$ cat config.mk
export PLATFORM = sky130hd
export DESIGN_NAME = apb3_sccb_master_flat
export DESIGN_NICKNAME = d
export VERILOG_FILES = /design/src/rtl/apb3_sccb_master_pkg.sv /design/src/rtl/apb3_sccb_master_if.sv /design/src/rtl/apb3_sccb_master_tx_engine.sv /design/src/rtl/apb3_sccb_master.sv /design/src/flat_wrapper.sv
export SDC_FILE = /design/constraint.sdc
export NUM_CORES = 1
export LEC_CHECK = 0
export CORE_MARGIN = 2
export CORE_UTILIZATION = 45
export DETAILED_ROUTE_END_ITERATION = 8
export HOLD_SLACK_MARGIN = 0.12
export PLACE_DENSITY = 0.81
export SYNTH_ARGS = -nofsm -noshare
export SYNTH_HDL_FRONTEND = slang
export SYNTH_SLANG_ARGS = --single-unit
$ cat constraint.sdc
create_clock -name PCLK -period 2.56 [get_ports PCLK]
set_input_delay 0.384 -clock PCLK [delete_from_list [all_inputs] [get_ports PCLK]]
set_output_delay 0.384 -clock PCLK [all_outputs]
set_load 0.1 [all_outputs]
$ cat src/rtl/apb3_sccb_master_pkg.sv
// apb3_sccb_pkg: register offsets, status/ctrl bit positions, SCCB constants and FSM state type.
package apb3_sccb_pkg;
    localparam logic [7:0] OFF_CTRL   = 8'h00;
    localparam logic [7:0] OFF_STATUS = 8'h04;
    localparam logic [7:0] OFF_ID     = 8'h08;
    localparam logic [7:0] OFF_SUB    = 8'h0C;
    localparam logic [7:0] OFF_WDATA  = 8'h10;
    localparam logic [7:0] OFF_CLKDIV = 8'h14;
    localparam int CTRL_START = 0;
    localparam int ST_BUSY    = 0;
    localparam int ST_DONE    = 1;
    localparam int ST_NACK    = 2;
    localparam logic [15:0] CLKDIV_MIN = 16'd2;
    localparam int SCCB_BITS = 27;
    typedef enum logic [2:0] {
        IDLE, START_A, START_B, BIT_LO, BIT_HI, STOP_A, STOP_B, STOP_C
    } sccb_state_t;
    // the ninth bit of each 9-bit phase is the don't-care/ack slot
    function automatic logic is_ack_bit(input logic [4:0] b);
        return b == 5'd8 || b == 5'd17 || b == 5'd26;
    endfunction
    function automatic logic [15:0] div_eff(input logic [15:0] d);
        return d < CLKDIV_MIN ? CLKDIV_MIN : d;
    endfunction
endpackage

$ cat src/rtl/apb3_sccb_master_if.sv
// apb3_sccb_master_if: APB3 completer bus (PSEL/PENABLE/PWRITE/PADDR/PWDATA in, PRDATA/PREADY/PSLVERR out).
interface apb3_sccb_master_if;
    logic        PSEL;
    logic        PENABLE;
    logic        PWRITE;
    logic [31:0] PADDR;
    logic [31:0] PWDATA;
    logic [31:0] PRDATA;
    logic        PREADY;
    logic        PSLVERR;
    modport master (output PSEL, PENABLE, PWRITE, PADDR, PWDATA, input PRDATA, PREADY, PSLVERR);
    modport slave  (input PSEL, PENABLE, PWRITE, PADDR, PWDATA, output PRDATA, PREADY, PSLVERR);
endinterface

$ cat src/rtl/apb3_sccb_master_tx_engine.sv
// sccb_tx_engine: 3-phase SCCB write FSM; in: start, id/sub/data, clkdiv, siod_i; out: busy, done/nack pulses, sioc/siod_o/siod_oe.
module sccb_tx_engine
    import apb3_sccb_pkg::*;
(
    input  logic        clk,
    input  logic        rst,
    input  logic        start,
    input  logic [7:0]  id,
    input  logic [7:0]  sub,
    input  logic [7:0]  data,
    input  logic [15:0] clkdiv,
    input  logic        siod_i,
    output logic        busy,
    output logic        done_pulse,
    output logic        nack_pulse,
    output logic        sioc,
    output logic        siod_o,
    output logic        siod_oe
);
    sccb_state_t state, nxt;
    logic [15:0] cnt, div_w;
    logic [4:0] bit_cnt, bit_nxt;
    logic [SCCB_BITS-1:0] sr;
    logic adv;
    assign busy = state != IDLE;
    assign adv = state == IDLE ? start : cnt == 16'd1;
    // pulses are combinational so the shell's sticky bits set on the same edge the FSM moves
    assign done_pulse = state == STOP_C && cnt == 16'd1;
    assign nack_pulse = state == BIT_HI && cnt == div_w && is_ack_bit(bit_cnt) && siod_i;
    always_comb begin
        nxt = state;
        bit_nxt = bit_cnt;
        case (state)
            IDLE:    begin nxt = START_A; bit_nxt = '0; end
            START_A: nxt = START_B;
            START_B: nxt = BIT_LO;
            BIT_LO:  nxt = BIT_HI;
            BIT_HI:  begin
                nxt = bit_cnt == 5'(SCCB_BITS - 1) ? STOP_A : BIT_LO;
                bit_nxt = bit_cnt == 5'(SCCB_BITS - 1) ? bit_cnt : bit_cnt + 5'd1;
            end
            STOP_A:  nxt = STOP_B;
            STOP_B:  nxt = STOP_C;
            STOP_C:  nxt = IDLE;
        endcase
    end
    always_ff @(posedge clk) begin
        if (rst) begin
            state   <= IDLE;
            cnt     <= '0;
            div_w   <= CLKDIV_MIN;
            bit_cnt <= '0;
            sr      <= '0;
            sioc    <= 1'b1;
            siod_o  <= 1'b1;
            siod_oe <= 1'b0;
        end else if (adv) begin
            state   <= nxt;
            bit_cnt <= bit_nxt;
            cnt     <= state == IDLE ? div_eff(clkdiv) : div_w;
            sioc    <= nxt inside {IDLE, START_A, BIT_HI, STOP_B, STOP_C};
            if (state == IDLE) begin
                div_w <= div_eff(clkdiv);
                // ack slots are loaded as 1 so they read as released
                sr    <= {id, 1'b1, sub, 1'b1, data, 1'b1};
            end
            if (nxt == BIT_LO) begin
                siod_o  <= sr[SCCB_BITS-1];
                siod_oe <= !is_ack_bit(bit_nxt);
                sr      <= sr << 1;
            end else if (nxt != BIT_HI) begin
                siod_o  <= !(nxt inside {START_A, START_B, STOP_A, STOP_B});
                siod_oe <= nxt inside {START_A, START_B, STOP_A, STOP_B};
            end
        end else if (busy) begin
            cnt <= cnt - 16'd1;
        end
    end
endmodule

$ cat src/rtl/apb3_sccb_master.sv
// apb3_sccb_master: APB3 register shell (CTRL/STATUS/ID/SUBADDR/WDATA/CLKDIV) around sccb_tx_engine; ports PCLK/PRESET, apb slave, SIOC/SIOD_O/SIOD_OE/SIOD_I.
module apb3_sccb_master
    import apb3_sccb_pkg::*;
#(
    parameter int          APB_DWIDTH    = 32,
    parameter int          ADDR_LSB_BITS = 8,
    parameter logic [15:0] CLKDIV_RESET  = 16'd250
) (
    input  logic                PCLK,
    input  logic                PRESET,
    apb3_sccb_master_if.slave   apb,
    output logic                SIOC,
    output logic                SIOD_O,
    output logic                SIOD_OE,
    input  logic                SIOD_I
);
    logic [ADDR_LSB_BITS-1:0] off;
    logic [7:0] id, sub, wdat;
    logic [15:0] clkdiv;
    logic done, nack, busy, done_p, nack_p;
    logic wr, w1c, cfg_wr, start_acc, locked, mapped;
    logic [APB_DWIDTH-1:0] rdata;
    logic unused_bits;
    assign unused_bits = ^{apb.PADDR[31:ADDR_LSB_BITS], apb.PWDATA[31:16]};
    assign off = apb.PADDR[ADDR_LSB_BITS-1:0];
    assign mapped = off inside {OFF_CTRL, OFF_STATUS, OFF_ID, OFF_SUB, OFF_WDATA, OFF_CLKDIV};
    assign wr = apb.PSEL & apb.PENABLE & apb.PWRITE;
    assign w1c = wr & off == OFF_STATUS;
    assign cfg_wr = wr & !busy;
    assign start_acc = cfg_wr & off == OFF_CTRL & apb.PWDATA[CTRL_START];
    // a CTRL write with START=0 is harmless while busy; config writes are not
    assign locked = busy & (off == OFF_CTRL ? apb.PWDATA[CTRL_START]
                          : off inside {OFF_ID, OFF_SUB, OFF_WDATA, OFF_CLKDIV});
    assign apb.PSLVERR = apb.PSEL & apb.PENABLE & (!mapped | (apb.PWRITE & locked));
    assign apb.PREADY = 1'b1;
    assign rdata = !apb.PSEL ? '0
                 : off == OFF_STATUS ? APB_DWIDTH'({nack, done, busy})
                 : off == OFF_ID     ? APB_DWIDTH'(id)
                 : off == OFF_SUB    ? APB_DWIDTH'(sub)
                 : off == OFF_WDATA  ? APB_DWIDTH'(wdat)
                 : off == OFF_CLKDIV ? APB_DWIDTH'(clkdiv)
                 : '0;
    assign apb.PRDATA = rdata;
    always_ff @(posedge PCLK) begin
        if (PRESET) begin
            id     <= '0;
            sub    <= '0;
            wdat   <= '0;
            clkdiv <= CLKDIV_RESET;
            done   <= 1'b0;
            nack   <= 1'b0;
        end else begin
            if (cfg_wr & off == OFF_ID)     id     <= apb.PWDATA[7:0];
            if (cfg_wr & off == OFF_SUB)    sub    <= apb.PWDATA[7:0];
            if (cfg_wr & off == OFF_WDATA)  wdat   <= apb.PWDATA[7:0];
            if (cfg_wr & off == OFF_CLKDIV) clkdiv <= apb.PWDATA[15:0];
            // hardware set outranks both START clear and W1C
            done <= done_p | (done & !start_acc & !(w1c & apb.PWDATA[ST_DONE]));
            nack <= nack_p | (nack & !start_acc & !(w1c & apb.PWDATA[ST_NACK]));
        end
    end
    sccb_tx_engine u_eng (
        .clk        (PCLK),
        .rst        (PRESET),
        .start      (start_acc),
        .id         (id),
        .sub        (sub),
        .data       (wdat),
        .clkdiv     (clkdiv),
        .siod_i     (SIOD_I),
        .busy       (busy),
        .done_pulse (done_p),
        .nack_pulse (nack_p),
        .sioc       (SIOC),
        .siod_o     (SIOD_O),
        .siod_oe    (SIOD_OE)
    );
endmodule

$ cat src/flat_wrapper.sv
// flat-port wrapper written by rule: the top's interface ports become plain ports
module apb3_sccb_master_flat import apb3_sccb_pkg::*;
#(
    parameter int          APB_DWIDTH    = 32,
    parameter int          ADDR_LSB_BITS = 8,
    parameter logic [15:0] CLKDIV_RESET  = 16'd250
)
  (PCLK, PRESET, SIOC, SIOD_O, SIOD_OE, SIOD_I, apb_PSEL, apb_PENABLE, apb_PWRITE, apb_PADDR, apb_PWDATA, apb_PRDATA, apb_PREADY, apb_PSLVERR);
  apb3_sccb_master_if apb_i ();
  input  logic PCLK;
  input  logic PRESET;
  output logic SIOC;
  output logic SIOD_O;
  output logic SIOD_OE;
  input  logic SIOD_I;
  input wire logic [$bits(apb_i.PSEL)-1:0] apb_PSEL;
  input wire logic [$bits(apb_i.PENABLE)-1:0] apb_PENABLE;
  input wire logic [$bits(apb_i.PWRITE)-1:0] apb_PWRITE;
  input wire logic [$bits(apb_i.PADDR)-1:0] apb_PADDR;
  input wire logic [$bits(apb_i.PWDATA)-1:0] apb_PWDATA;
  output wire logic [$bits(apb_i.PRDATA)-1:0] apb_PRDATA;
  output wire logic [$bits(apb_i.PREADY)-1:0] apb_PREADY;
  output wire logic [$bits(apb_i.PSLVERR)-1:0] apb_PSLVERR;
  assign apb_i.PSEL = apb_PSEL;
  assign apb_i.PENABLE = apb_PENABLE;
  assign apb_i.PWRITE = apb_PWRITE;
  assign apb_i.PADDR = apb_PADDR;
  assign apb_i.PWDATA = apb_PWDATA;
  assign apb_PRDATA = apb_i.PRDATA;
  assign apb_PREADY = apb_i.PREADY;
  assign apb_PSLVERR = apb_i.PSLVERR;
  apb3_sccb_master #(.APB_DWIDTH(APB_DWIDTH), .ADDR_LSB_BITS(ADDR_LSB_BITS), .CLKDIV_RESET(CLKDIV_RESET)) u_core (.PCLK(PCLK), .PRESET(PRESET), .apb(apb_i), .SIOC(SIOC), .SIOD_O(SIOD_O), .SIOD_OE(SIOD_OE), .SIOD_I(SIOD_I));
endmodule
After elaboration in Yosys (flattened, before gate mapping):

Cells that the tools add are included.

* add/sub/neg operators: 2
* order comparisons: 1
* equality and inequality tests: 28
* multiplexer cells: 22
* bitwise operators: 22
* reduce and logical (&&, ||, !) cells: 28

Operator list (count)
* 32-bit 2-to-1 mux: 5
* 16-bit 2-to-1 mux: 5
* 27-bit 2-to-1 mux: 2
* 3-bit equality test, second input constant: 8
* 3-bit one-hot mux with 8 select lines: 1
* 5-bit equality test, second input constant: 4
* 1-bit bitwise AND: 19
* 16-bit by 1-bit equality test with 1-bit output, second input constant: 1
* 16-bit equality test: 1
* 8-bit by 4-bit equality test with 1-bit output, second input constant: 2
* 8-bit by 5-bit equality test with 1-bit output, second input constant: 2
* 16-bit by 2-bit < comparator with 1-bit output, second input constant: 1
* 16-bit by 1-bit subtractor with 16-bit output, second input constant: 1
* 3-bit by 2-bit equality test with 1-bit output, second input constant: 4
* 5-bit by 4-bit equality test with 1-bit output, second input constant: 2
* 5-bit one-hot mux with 2 select lines: 1
* 8-bit by 3-bit equality test with 1-bit output, second input constant: 1
* 8-bit logical NOT: 1
* 4-bit nonzero test: 2
* 1-bit logical NOT: 7
* 3-bit by 1-bit equality test with 1-bit output, second input constant: 2
* 3-bit logical NOT: 2
* 1-bit 2-to-1 mux: 6
* 2-bit nonzero test: 3
* 11 further kinds: 20

* bits in registers: 112
* input bits: 70
* output and inout port bits: 37
* logic and storage cells: 117

Logic depth before layout (Yosys ltp):

* word-level depth: 9
* depth in mapped cells: 11
* gate-level depth less buffers: 11

Hierarchy:

A second synthesis with hierarchy kept.

* cell total of the unflattened synthesis: 753
* area, all modules: 6242.2 µm²

Modules (own cells, without submodules)
* sccb_tx_engine: times used 1, cells an instance 490, area each 4032.6 µm², seq. area each 1401.3 µm²
* apb3_sccb_master: times used 1, cells an instance 263, area each 2209.6 µm², seq. area each 840.8 µm²

Least setup slack after synthesis:

OpenSTA, ideal clock, no wires.

* kind: in2out
* start point: input apb_PADDR[1]
* end point: output apb_PRDATA[6]
* arrival: 3979 ps
* data required time: 2176 ps
* path slack: -1803 ps
* stages on the path: 8
* buffers on the path: 2
* path through: or4_1 -> buf_2 -> nor4b_4 -> buf_4 -> a21oi_1 -> nor2_1 -> a221oi_1 -> nor3_1

* cells in the longest elaborated chain, start to end: 7
* elaborated cells between the ends (all ways): 11
* those cells by class: 5 x eq/ne; 6 x mux

RTL lines
* from (decl): line flat_wrapper.sv:19 `input wire logic [$bits(apb_i.PADDR)-1:0] apb_PADDR;`
* 8-bit by 5-bit equality test with 1-bit output: line apb3_sccb_master.sv:41 `: off == OFF_CLKDIV ? APB_DWIDTH'(clkdiv)`
* 16-bit 2-to-1 mux: line apb3_sccb_master.sv:41
* 32-bit 2-to-1 mux: line apb3_sccb_master.sv:40 `: off == OFF_WDATA ? APB_DWIDTH'(wdat)`
* 32-bit 2-to-1 mux: line apb3_sccb_master.sv:39 `: off == OFF_SUB ? APB_DWIDTH'(sub)`
* 32-bit 2-to-1 mux: line apb3_sccb_master.sv:38 `: off == OFF_ID ? APB_DWIDTH'(id)`
* 32-bit 2-to-1 mux (*): line apb3_sccb_master.sv:37 `: off == OFF_STATUS ? APB_DWIDTH'({nack, done, busy})`
* 32-bit 2-to-1 mux (*): line apb3_sccb_master.sv:36 `assign rdata = !apb.PSEL ? '0`
* to (decl): line flat_wrapper.sv:21 `output wire logic [$bits(apb_i.PRDATA)-1:0] apb_PRDATA;`

Mark *: on every way between the ends. The rest lies on a longest branch, timed or not.

Final worst setup path:

* start point: input apb_PADDR[7]
* end point: output apb_PRDATA[5]

Same word-level chain as after synthesis.

==> flow_metrics.tcl <==
set metrics [dict create \
    status "complete, but fails checks" \
    violations "setup timing" \
    drcViolationCount 0 \
    dieArea_um2 14600 \
    gp_congestion 0.960 \
    path_max_fanout 6 \
    fp.dieH_um 121 \
    cts_buffer_depth 2 \
    clock_latency_ns 0.37 \
    clk_pin_slew_ns 0.08 \
    hold_class "reg -> reg" \
    crit_path_start "apb_PADDR[7]" \
    overflow 0 \
    period_needed_ns 2.80 \
    postSynthAreaPerCell_um2 7.94 \
    r2r_start "u_core.u_eng.bit_cnt[0]" \
    ant_nets 0 \
    synthMuxAreaShare 0.0783 \
    hold_viol_final 0 \
    synth_flop_cell "dfxtp_1" \
    setup_slack_ns -0.238 \
    synth_area_leaders "dfxtp_1 (37%), mux2i_1 (7.8%), nor2_1 (6.4%)" \
    setup_tns_ns -2.57 \
    numCtsBuffers 9 \
    critPathKind "in -> out" \
    drive_gt1_frac 0.195 \
    arrival_ns 2.41 \
    nets 933 \
    tritoncts "yes" \
    synthXorXnorAreaFrac 0.0300 \
    leakagePower_nw 3.13 \
    end_kind "output port" \
    vias 6171 \
    synth_top_area_frac 0.365 \
    synthAdderAreaFrac 0.0143 \
    ir_worst_vdd_uv 290 \
    async_reset_ff_frac 0 \
    timing.rr.end "u_core.u_eng.sr[4]" \
    grt_setup_unrepaired "yes" \
    post-dp-hpwl_um 12200 \
    finalCritPeriodShare 1.09 \
    io_pins 107 \
    cts_hold_buffers 0 \
    core_area_um2 13300 \
    vias_per_cell 5.95 \
    clock_sinks 112 \
    fin_cells 1037 \
    antenna_found_initial 0 \
    antenna_cells 0 \
    synth_compound_area_frac 0.184 \
    pwr_density_cell_nw_per_um2 446 \
    crit_required_ns 2.18 \
    synth_area_leader_cell "dfxtp_1" \
    die_x_um 121 \
    yosysUniqueCellTypes 64 \
    initial_utilization 0.461 \
    r2r_slack_ns 0.21 \
    stdcell_area_um2 7910 \
    synth_enable_flop_cells 0 \
    maxCapViolCount 0 \
    hp-start "u_core.nack" \
    htree_levels 3 \
    fin_util 0.595 \
    ys_seq_area_frac 0.365 \
    place_inst 1005 \
    max-slew-margin-rel 0.568 \
    cts-root-buf "clkbuf_16" \
    synthToLayoutAreaGrowth_pct 29.0 \
    rows 42 \
    cp-start-kind "input port" \
    synth_top_family_by_area "simple AND/OR/NAND/NOR gates" \
    fmaxAchievable_mhz 357 \
    worst_slew_pin_slew_ns 0.648 \
    hold_depth 2 \
    grt_max_degree 58 \
    syn-cell-area_um2 6130 \
    dpl_cell_area_um2 7380 \
    setup_viol 16 \
    grt_pass1_wl_um 29700 \
    firstDrtPassIters 7 \
    fin_worst_skew_ns 0.0123 \
    drt-total-wl_um 18900 \
    track_usage 0.256 \
    yosys_register_bits 112 \
    wl_per_cell_um 18.2 \
    synth-simple-area-share 0.256 \
    grt_pass1_vias 5666 \
    yosysWarnings 0 \
    port_buffers 49 \
    synth_cells 773 \
    holdPathEnd "u_core.nack" \
    dr.first_iter.drc_count 661 \
    slew_viol_final 0 \
    reg2reg_depth 11 \
]
routing by layer:
metal / up-vias / track usage / wire length (um)
met2: 366 / 0.407 / 8650
met1: 2851 / 0.347 / 7830
met3: 71 / 0.0373 / 1610
met5: - / 0 / 0
met4: 0 / 0.108 / 793
li1: 2883 / - / -
synthesized netlist by cell type, types with 7 or more instances:
library cell / number
dfxtp_1: 112
nor2_1: 104
nand2_1: 101
a21oi_1: 70
mux2i_1: 48
a211oi_1: 35
clkbuf_1: 32
o21ai_0: 27
nand3_1: 24
buf_4: 23
nor3_1: 16
xnor2_1: 15
buf_2: 14
and2_1: 11
inv_1: 11
a221oi_1: 9
nor4_1: 9
nand4_1: 8
and3_1: 7
ha_1: 7
metrics by stage:
step / hold WS [ns] / power, W / setup slack [ns]
after floorplan: 0.444 / 0.00198 / -0.477
after CTS: 0.483 / 0.00353 / -0.259
after global routing: 0.511 / 0.00361 / -0.332
after detailed placement: 0.462 / 0.00206 / -0.379
final: 0.480 / 0.00353 / -0.238
after global placement: 0.455 / 0.00206 / -0.362
layout make-up:
type,instances,area [um^2]
Clock buffer,10,229
Sequential cell,112,2240
Fill cell,1087,5380
Clock inverter,6,85.1
Tap cell,176,220
Inverter,11,41.3
Timing Repair Buffer,130,1370
Multi-Input combinational cell,592,3730
layout by cell type, fill, tap and decap left out, types with 17 or more instances in the layout:
master,n
a211oi_1,35
a21oi_1,66
buf_12,24
buf_4,74
clkdlybuf4s50_1,24
conb_1,17
dfxtp_1,111
mux2i_1,48
nand2_1,101
nand3_1,24
nor2_1,102
o21ai_0,27
worst max-delay path, stage by stage:
cell	delay (ns)
buf_6	0.09
or4_4	0.56
buf_6	0.15
nor4b_4	0.25
buf_12	0.17
a21oi_1	0.09
nor2_1	0.22
a221oi_2	0.10
nor3_4	0.18
buf_12	0.20
cells by family (layout without fill, tap and decap cells):
| family | count (synthesis) | in the layout |
|---|---|---|
| muxes | 48 | 48 |
| AOI/OAI and AO/OA | 178 | 178 |
| and+or+nand+nor | 321 | 321 |
| adders and majority gates | 7 | 7 |
| buffers and inverters | 84 | 157 |
| DFF | 112 | 112 |
| other | 2 | 17 |
| xor gates and xnor gates | 21 | 21 |
power breakdown:
| part | internal (W) | switching [W] | leakage (nW) |
|---|---|---|---|
| Sequential | 0.00174 | 0.000000927 | 0.902 |
| Combinational | 0.0000766 | 0.000209 | 2.08 |
| Clock | 0.000787 | 0.000719 | 0.150 |
| Total | 0.00260 | 0.000929 | 3.13 |
how the worst max path moves through the flow:
| stage | depth (start not counted) | endpoint |
|---|---|---|
| finish | 10 | apb_PRDATA[5] |
| global route | 10 | apb_PRDATA[5] |
| CTS | 11 | apb_PRDATA[0] |
| detailed placement | 9 | apb_PRDATA[5] |
| global placement | 9 | apb_PRDATA[0] |
| floorplan | 8 | apb_PRDATA[6] |
repair_timing:
action / in CTS / in global routing
pin swaps: 10 / 12
endpoints found under the setup margin: 16 / 22
resized for setup: 28 / 11
buffers inserted: 13 / 1
gates cloned: 1 / 1
flip-flops by register name (all words and copies together), names as in the netlist, 3 cells and up:
register,cells
u_core.clkdiv,16
u_core.id,8
u_core.sub,8
u_core.u_eng.bit_cnt,5
u_core.u_eng.cnt,16
u_core.u_eng.div_w,16
u_core.u_eng.sr,27
u_core.u_eng.state,3
u_core.wdat,8
Power figures use the tool's default switching activity.
